===== src/rtl/alu_op_sequencer.sv =====
// Multicycle issue/writeback stage around the 13-bit ALU with a 4-entry register file.
// Optional zero/negative flag outputs are enabled by defining ALU_SEQ_FLAGS_EN.
module alu_op_sequencer #(
  parameter int unsigned DATA_W   = 13,
  parameter int unsigned NUM_REGS = 4
) (
  input  logic              clk,
  input  logic              rst,
  input  logic              in_valid,
  output logic              in_ready,
  input  logic [9:0]        in_instr,
  output logic [DATA_W-1:0] alu_a,
  output logic [DATA_W-1:0] alu_b,
  output logic [3:0]        alu_sel,
  input  logic [DATA_W-1:0] alu_result,
  output logic              res_valid,
  output logic [DATA_W-1:0] res_data,
  output logic [1:0]        res_rd,
  output logic              res_illegal,
  input  logic [1:0]        dbg_addr,
  output logic [DATA_W-1:0] dbg_data
`ifdef ALU_SEQ_FLAGS_EN
  ,
  output logic              flag_z,
  output logic              flag_n
`endif
);

  localparam int unsigned ADDR_W = 2;
  localparam int unsigned OP_W   = 4;
  localparam int unsigned SEL_W  = 4;

  typedef enum logic [1:0] {
    S_IDLE = 2'd0,
    S_EXEC = 2'd1,
    S_WB   = 2'd2
  } state_e;

  state_e state_q, state_d;

  logic [DATA_W-1:0] rf_q [NUM_REGS];
  logic              rf_we_c;

  logic [DATA_W-1:0] alu_a_q, alu_a_d;
  logic [DATA_W-1:0] alu_b_q, alu_b_d;
  logic [SEL_W-1:0]  alu_sel_q, alu_sel_d;
  logic [ADDR_W-1:0] rd_q, rd_d;
  logic              we_q, we_d;
  logic              in_ready_q, in_ready_d;
  logic              res_valid_q, res_valid_d;
  logic [DATA_W-1:0] res_data_q, res_data_d;
  logic [ADDR_W-1:0] res_rd_q, res_rd_d;
  logic              res_illegal_q, res_illegal_d;
`ifdef ALU_SEQ_FLAGS_EN
  logic              flag_z_q, flag_z_d;
  logic              flag_n_q, flag_n_d;
`endif

  logic [OP_W-1:0]   op_c;
  logic [ADDR_W-1:0] rd_c, rs1_c, rs2_c;
  logic [SEL_W-1:0]  dec_sel_c;
  logic              dec_we_c;
  logic              accept_c;

  assign op_c     = in_instr[9:6];
  assign rd_c     = in_instr[5:4];
  assign rs1_c    = in_instr[3:2];
  assign rs2_c    = in_instr[1:0];
  assign accept_c = in_valid && in_ready_q && (state_q == S_IDLE);

  // Opcode decode; anything outside the four supported ops clears and suppresses writeback.
  always_comb begin
    dec_sel_c = 4'b0101;
    dec_we_c  = 1'b0;
    case (op_c)
      4'b0000: begin dec_sel_c = 4'b0001; dec_we_c = 1'b1; end
      4'b0001: begin dec_sel_c = 4'b0010; dec_we_c = 1'b1; end
      4'b0010: begin dec_sel_c = 4'b0011; dec_we_c = 1'b1; end
      4'b0011: begin dec_sel_c = 4'b0100; dec_we_c = 1'b1; end
      default: begin dec_sel_c = 4'b0101; dec_we_c = 1'b0; end
    endcase
  end

  always_ff @(posedge clk or posedge rst) begin
    if (rst) state_q <= S_IDLE;
    else     state_q <= state_d;
  end

  always_comb begin
    state_d = state_q;
    case (state_q)
      S_IDLE:  if (accept_c) state_d = S_EXEC;
      S_EXEC:  state_d = S_WB;
      S_WB:    state_d = S_IDLE;
      default: state_d = S_IDLE;
    endcase
  end

  // Next values for registered outputs; operands come from the pre-write register file.
  always_comb begin
    alu_a_d       = alu_a_q;
    alu_b_d       = alu_b_q;
    alu_sel_d     = alu_sel_q;
    rd_d          = rd_q;
    we_d          = we_q;
    res_data_d    = res_data_q;
    res_rd_d      = res_rd_q;
    res_illegal_d = res_illegal_q;
    rf_we_c       = 1'b0;
`ifdef ALU_SEQ_FLAGS_EN
    flag_z_d      = flag_z_q;
    flag_n_d      = flag_n_q;
`endif
    case (state_q)
      S_IDLE: begin
        if (accept_c) begin
          alu_a_d   = rf_q[rs1_c];
          alu_b_d   = rf_q[rs2_c];
          alu_sel_d = dec_sel_c;
          rd_d      = rd_c;
          we_d      = dec_we_c;
        end
      end
      S_EXEC: begin
        res_data_d    = alu_result;
        res_rd_d      = rd_q;
        res_illegal_d = !we_q;
        rf_we_c       = we_q;
`ifdef ALU_SEQ_FLAGS_EN
        if (we_q) begin
          flag_z_d = (alu_result == '0);
          flag_n_d = alu_result[DATA_W-1];
        end
`endif
      end
      S_WB: begin
        alu_sel_d = '0;
      end
      default: ;
    endcase
    in_ready_d  = (state_d == S_IDLE);
    res_valid_d = (state_d == S_WB);
  end

  always_ff @(posedge clk or posedge rst) begin
    if (rst) begin
      alu_a_q       <= '0;
      alu_b_q       <= '0;
      alu_sel_q     <= '0;
      rd_q          <= '0;
      we_q          <= 1'b0;
      in_ready_q    <= 1'b1;
      res_valid_q   <= 1'b0;
      res_data_q    <= '0;
      res_rd_q      <= '0;
      res_illegal_q <= 1'b0;
`ifdef ALU_SEQ_FLAGS_EN
      flag_z_q      <= 1'b0;
      flag_n_q      <= 1'b0;
`endif
    end else begin
      alu_a_q       <= alu_a_d;
      alu_b_q       <= alu_b_d;
      alu_sel_q     <= alu_sel_d;
      rd_q          <= rd_d;
      we_q          <= we_d;
      in_ready_q    <= in_ready_d;
      res_valid_q   <= res_valid_d;
      res_data_q    <= res_data_d;
      res_rd_q      <= res_rd_d;
      res_illegal_q <= res_illegal_d;
`ifdef ALU_SEQ_FLAGS_EN
      flag_z_q      <= flag_z_d;
      flag_n_q      <= flag_n_d;
`endif
    end
  end

  // Register file: written with the live ALU result at the end of EXEC.
  always_ff @(posedge clk or posedge rst) begin
    if (rst) begin
      for (int i = 0; i < int'(NUM_REGS); i++) rf_q[i] <= '0;
    end else if (rf_we_c) begin
      rf_q[rd_q] <= alu_result;
    end
  end

  assign in_ready    = in_ready_q;
  assign alu_a       = alu_a_q;
  assign alu_b       = alu_b_q;
  assign alu_sel     = alu_sel_q;
  assign res_valid   = res_valid_q;
  assign res_data    = res_data_q;
  assign res_rd      = res_rd_q;
  assign res_illegal = res_illegal_q;
  assign dbg_data    = rf_q[dbg_addr];
`ifdef ALU_SEQ_FLAGS_EN
  assign flag_z      = flag_z_q;
  assign flag_n      = flag_n_q;
`endif

endmodule


===== config.mk =====
export PLATFORM = sky130hd
export DESIGN_NAME = alu_op_sequencer
export DESIGN_NICKNAME = d
export VERILOG_FILES = /design/src/rtl/alu_op_sequencer.sv
export SDC_FILE = /design/constraint.sdc
export NUM_CORES = 1
export LEC_CHECK = 0
export BUFFER_PORTS_ARGS = -buffer_cell sky130_fd_sc_hd__buf_2
export CORE_ASPECT_RATIO = 1.5
export CORE_UTILIZATION = 40
export DETAILED_ROUTE_END_ITERATION = 6
export PLACE_DENSITY = 0.67
export SYNTH_ARGS = -nofsm -noshare
export SYNTH_HDL_FRONTEND = slang
export SYNTH_SLANG_ARGS = --single-unit

===== constraint.sdc =====
create_clock -name clk -period 9.07 [get_ports clk]
set_input_delay 0.4535 -clock clk [delete_from_list [all_inputs] [get_ports clk]]
set_output_delay 0.4535 -clock clk [all_outputs]
set_load 0.05 [all_outputs]

==> results.ini <==
[floorplan]
initial_core_util_pct=41.4
die_h_um=139
fp.coreArea_um2=12100
dieArea_um2=13000
row_count=49
die_w_um=93.3
boundaryPins=89

[critical_path]
reg2reg_slack_ps=6790
end_kind=flip-flop
arrival_ps=2510
cp_slowest_cell=and4b_1
crit_chain=nand2b_4 -> inv_4 -> and4b_1 -> mux2_2
crit_required_ps=9300
critical_path_class=flip-flop to flip-flop
start_kind=flip-flop
cp_slowest_stage_delay_ps=800
cp_max_fo=20
r2r_cells=4

[synthesis]
yosys_most_used_dff=dfrtp_1
yosysUniqueCellTypes=30
ys_warn_count=0
yosysTopAreaCellShare_pct=51.1
yosysSeqAreaShare_pct=51.6
avgSynthCellArea_um2=13.4
yosysTopAreaCell=dfrtp_1
synth_seq_cells=103
synthArstFlopShare_pct=100
syn_nets=401
syn_area_um2=5000
synthCells=373
ys_top_cells_by_area=dfrtp_1 51%, mux4_2 18%, nand2_1 10%, mux2_4 9.0%, mux2_2 2.7%
synth_edf_count=0

[timing]
fmax_mhz=439
fin_skew_ps=8.70
hold_viol=0
fin_crit_sh_pct=25.1
setup_tns_ps=0
slew_violations=0
relSlewSlack_pct=33.2
hold_slack_ps=60.4
worst_pin_slew_ps=1000
setup_viol=0
fin_crit_ps=2280
rsz0062_at_grt=false

[global_route]
grt_max_degree=81
gr-usage-all-layers_pct=19.1
overflow=0
antenna_found_initial=0
grt_pass1_vias=3278
grt_first_pass_wirelength_mm=18.6

[pwr]
internal_power_uw=1280
seqPwrFrac_pct=36.8
pwr-share-comb_pct=46.9
cellPowerDensity_nw_per_um2=402
cellLeakagePower_uw=0.00290
p_sw_uw=1040
total_power_uw=2330
ir_drop_v=0.000122
p_sw_share_pct=44.8
power_frac_clock_pct=16.2

[drt]
wl_mm=11.5
wl_per_cell_um=18.9
via_per_inst=5.27
first_iter_violations=220
ant_nets=0
drc=0
drtPass1Iterations=4
num_vias=3202

[clock_network]
cts-buffers-inserted=9
hold_buffers=0
clkTransAtPathRegs_ps=60
h-tree-depth=3
clk_latency_ps=340
cts_root_buf=clkbuf_16
cts.path.max_buffers=2
cts_tree=done
cts.sinks=103
cts_resized=0
cts_setup_buffers=0

[place]
place_area_um2=5490
gp_congestion=0.798
dp_hpwl_mm=8.00
io_buffers=87

[finish]
num-nets-final=478
fin_util_pct=47.9
fill_cells=1059
syn_to_final_growth_pct=15.7
diodes=0
drive_gt1_share_pct=42.0
finish.instance_area_um2=5780

[flow_run]
drv_cap=0

[status]
outcome=finished, final reports clean

[hold_path]
hold_path.class=input pin to async pin

## Yosys cell counts (2+ instances only)
library cell,instances
nand2_1,134
dfrtp_1,102
mux4_2,39
mux2_4,30
clkbuf_1,12
mux2_2,12
mux2_1,10
buf_6,5
buf_4,4
nand3_1,3
nor2_1,2
o21ai_0,2
## final timing paths
| path | end | start |
|---|---|---|
| setup / recovery | rf_q[36] | res_valid |
| hold / removal | alu_a[2] | rst |
| setup reg to reg | rf_q[36] | res_valid |
| hold reg to reg | alu_a[7] | alu_a[7] |
| max in group asynchronous | alu_a[12] | rst |
| min in group clk | rd_q[1] | in_instr[5] |
## kinds of logic after synthesis
| group | Yosys count | share of synthesized area [%] |
|---|---|---|
| compound gates | 5 | 0.576 |
| simple gates | 146 | 12.7 |
| flops | 103 | 51.6 |
| xor+xnor | 1 | 0.175 |
| other cells | 1 | 0.0750 |
| buf+inv | 26 | 3.30 |
| mux | 91 | 31.5 |
## power groups by stage
stage / clock network [uW] / registers [uW] / logic, uW
6_report: 378 / 857 / 1090
3_5_place_dp: 0 / 861 / 1100
5_1_grt: 404 / 884 / 1160
2_1_floorplan: 0 / 1120 / 579
3_3_place_gp: 0 / 848 / 1080
4_1_cts: 385 / 854 / 1100
## sequential cells by signal, summed over array words and instances (netlist names)
signal and cells:
res_valid 1, we_q 1, res_illegal 1, res_data 13
rd_q 2, alu_b 13, in_ready 1, res_rd 2
alu_sel 3, alu_a 13, state_q 1, rf_q 52
## cell usage in the layout, fill, tap and decap left out, types with 2 or more instances in the layout
cell       instances
nand3_1            3
buf_4              2
nor2_1             2
mux2_4            30
clkbuf_8           4
dfrtp_1          102
mux2_2            12
buf_2             87
inv_4              2
clkbuf_1           3
o21ai_0            2
nand2_1          134
mux4_2            39
mux2_1            10
clkbuf_16          9
## routing by layer
metal / vias to the layer above / wire length, um / global-route usage, %
met5: - / 0 / 0
met4: 0 / 291 / 9.39
met2: 81 / 5920 / 31.7
met1: 1643 / 4860 / 24.9
met3: 18 / 391 / 1.92
li1: 1460 / - / -
## worst max-delay path: cells and delay by family, from the launching register on
family | cells | cell delay (ps)
simple gates | 2 | 1070
mux | 1 | 410
flops | 1 | 400
buf+inv | 1 | 260
## area by class of cell
type	instances	area, um^2	share of cell area [%]
Clock buffer	16	292	5.04
Inverter	3	16.3	0.281
Multi-Input combinational cell	244	2250	39.0
Sequential cell	103	2580	44.6
Tap cell	153	191	3.31
Timing Repair Buffer	89	450	7.79
## stage by stage
stage / instances / setup slack, ps
final: 608 / 6790
after global routing: 608 / 6680
after CTS: 608 / 6790
after detailed placement: 592 / 6810
after global placement: 592 / 6840
after floorplan: 373 / 5910
(Power assumes the default switching activity.)
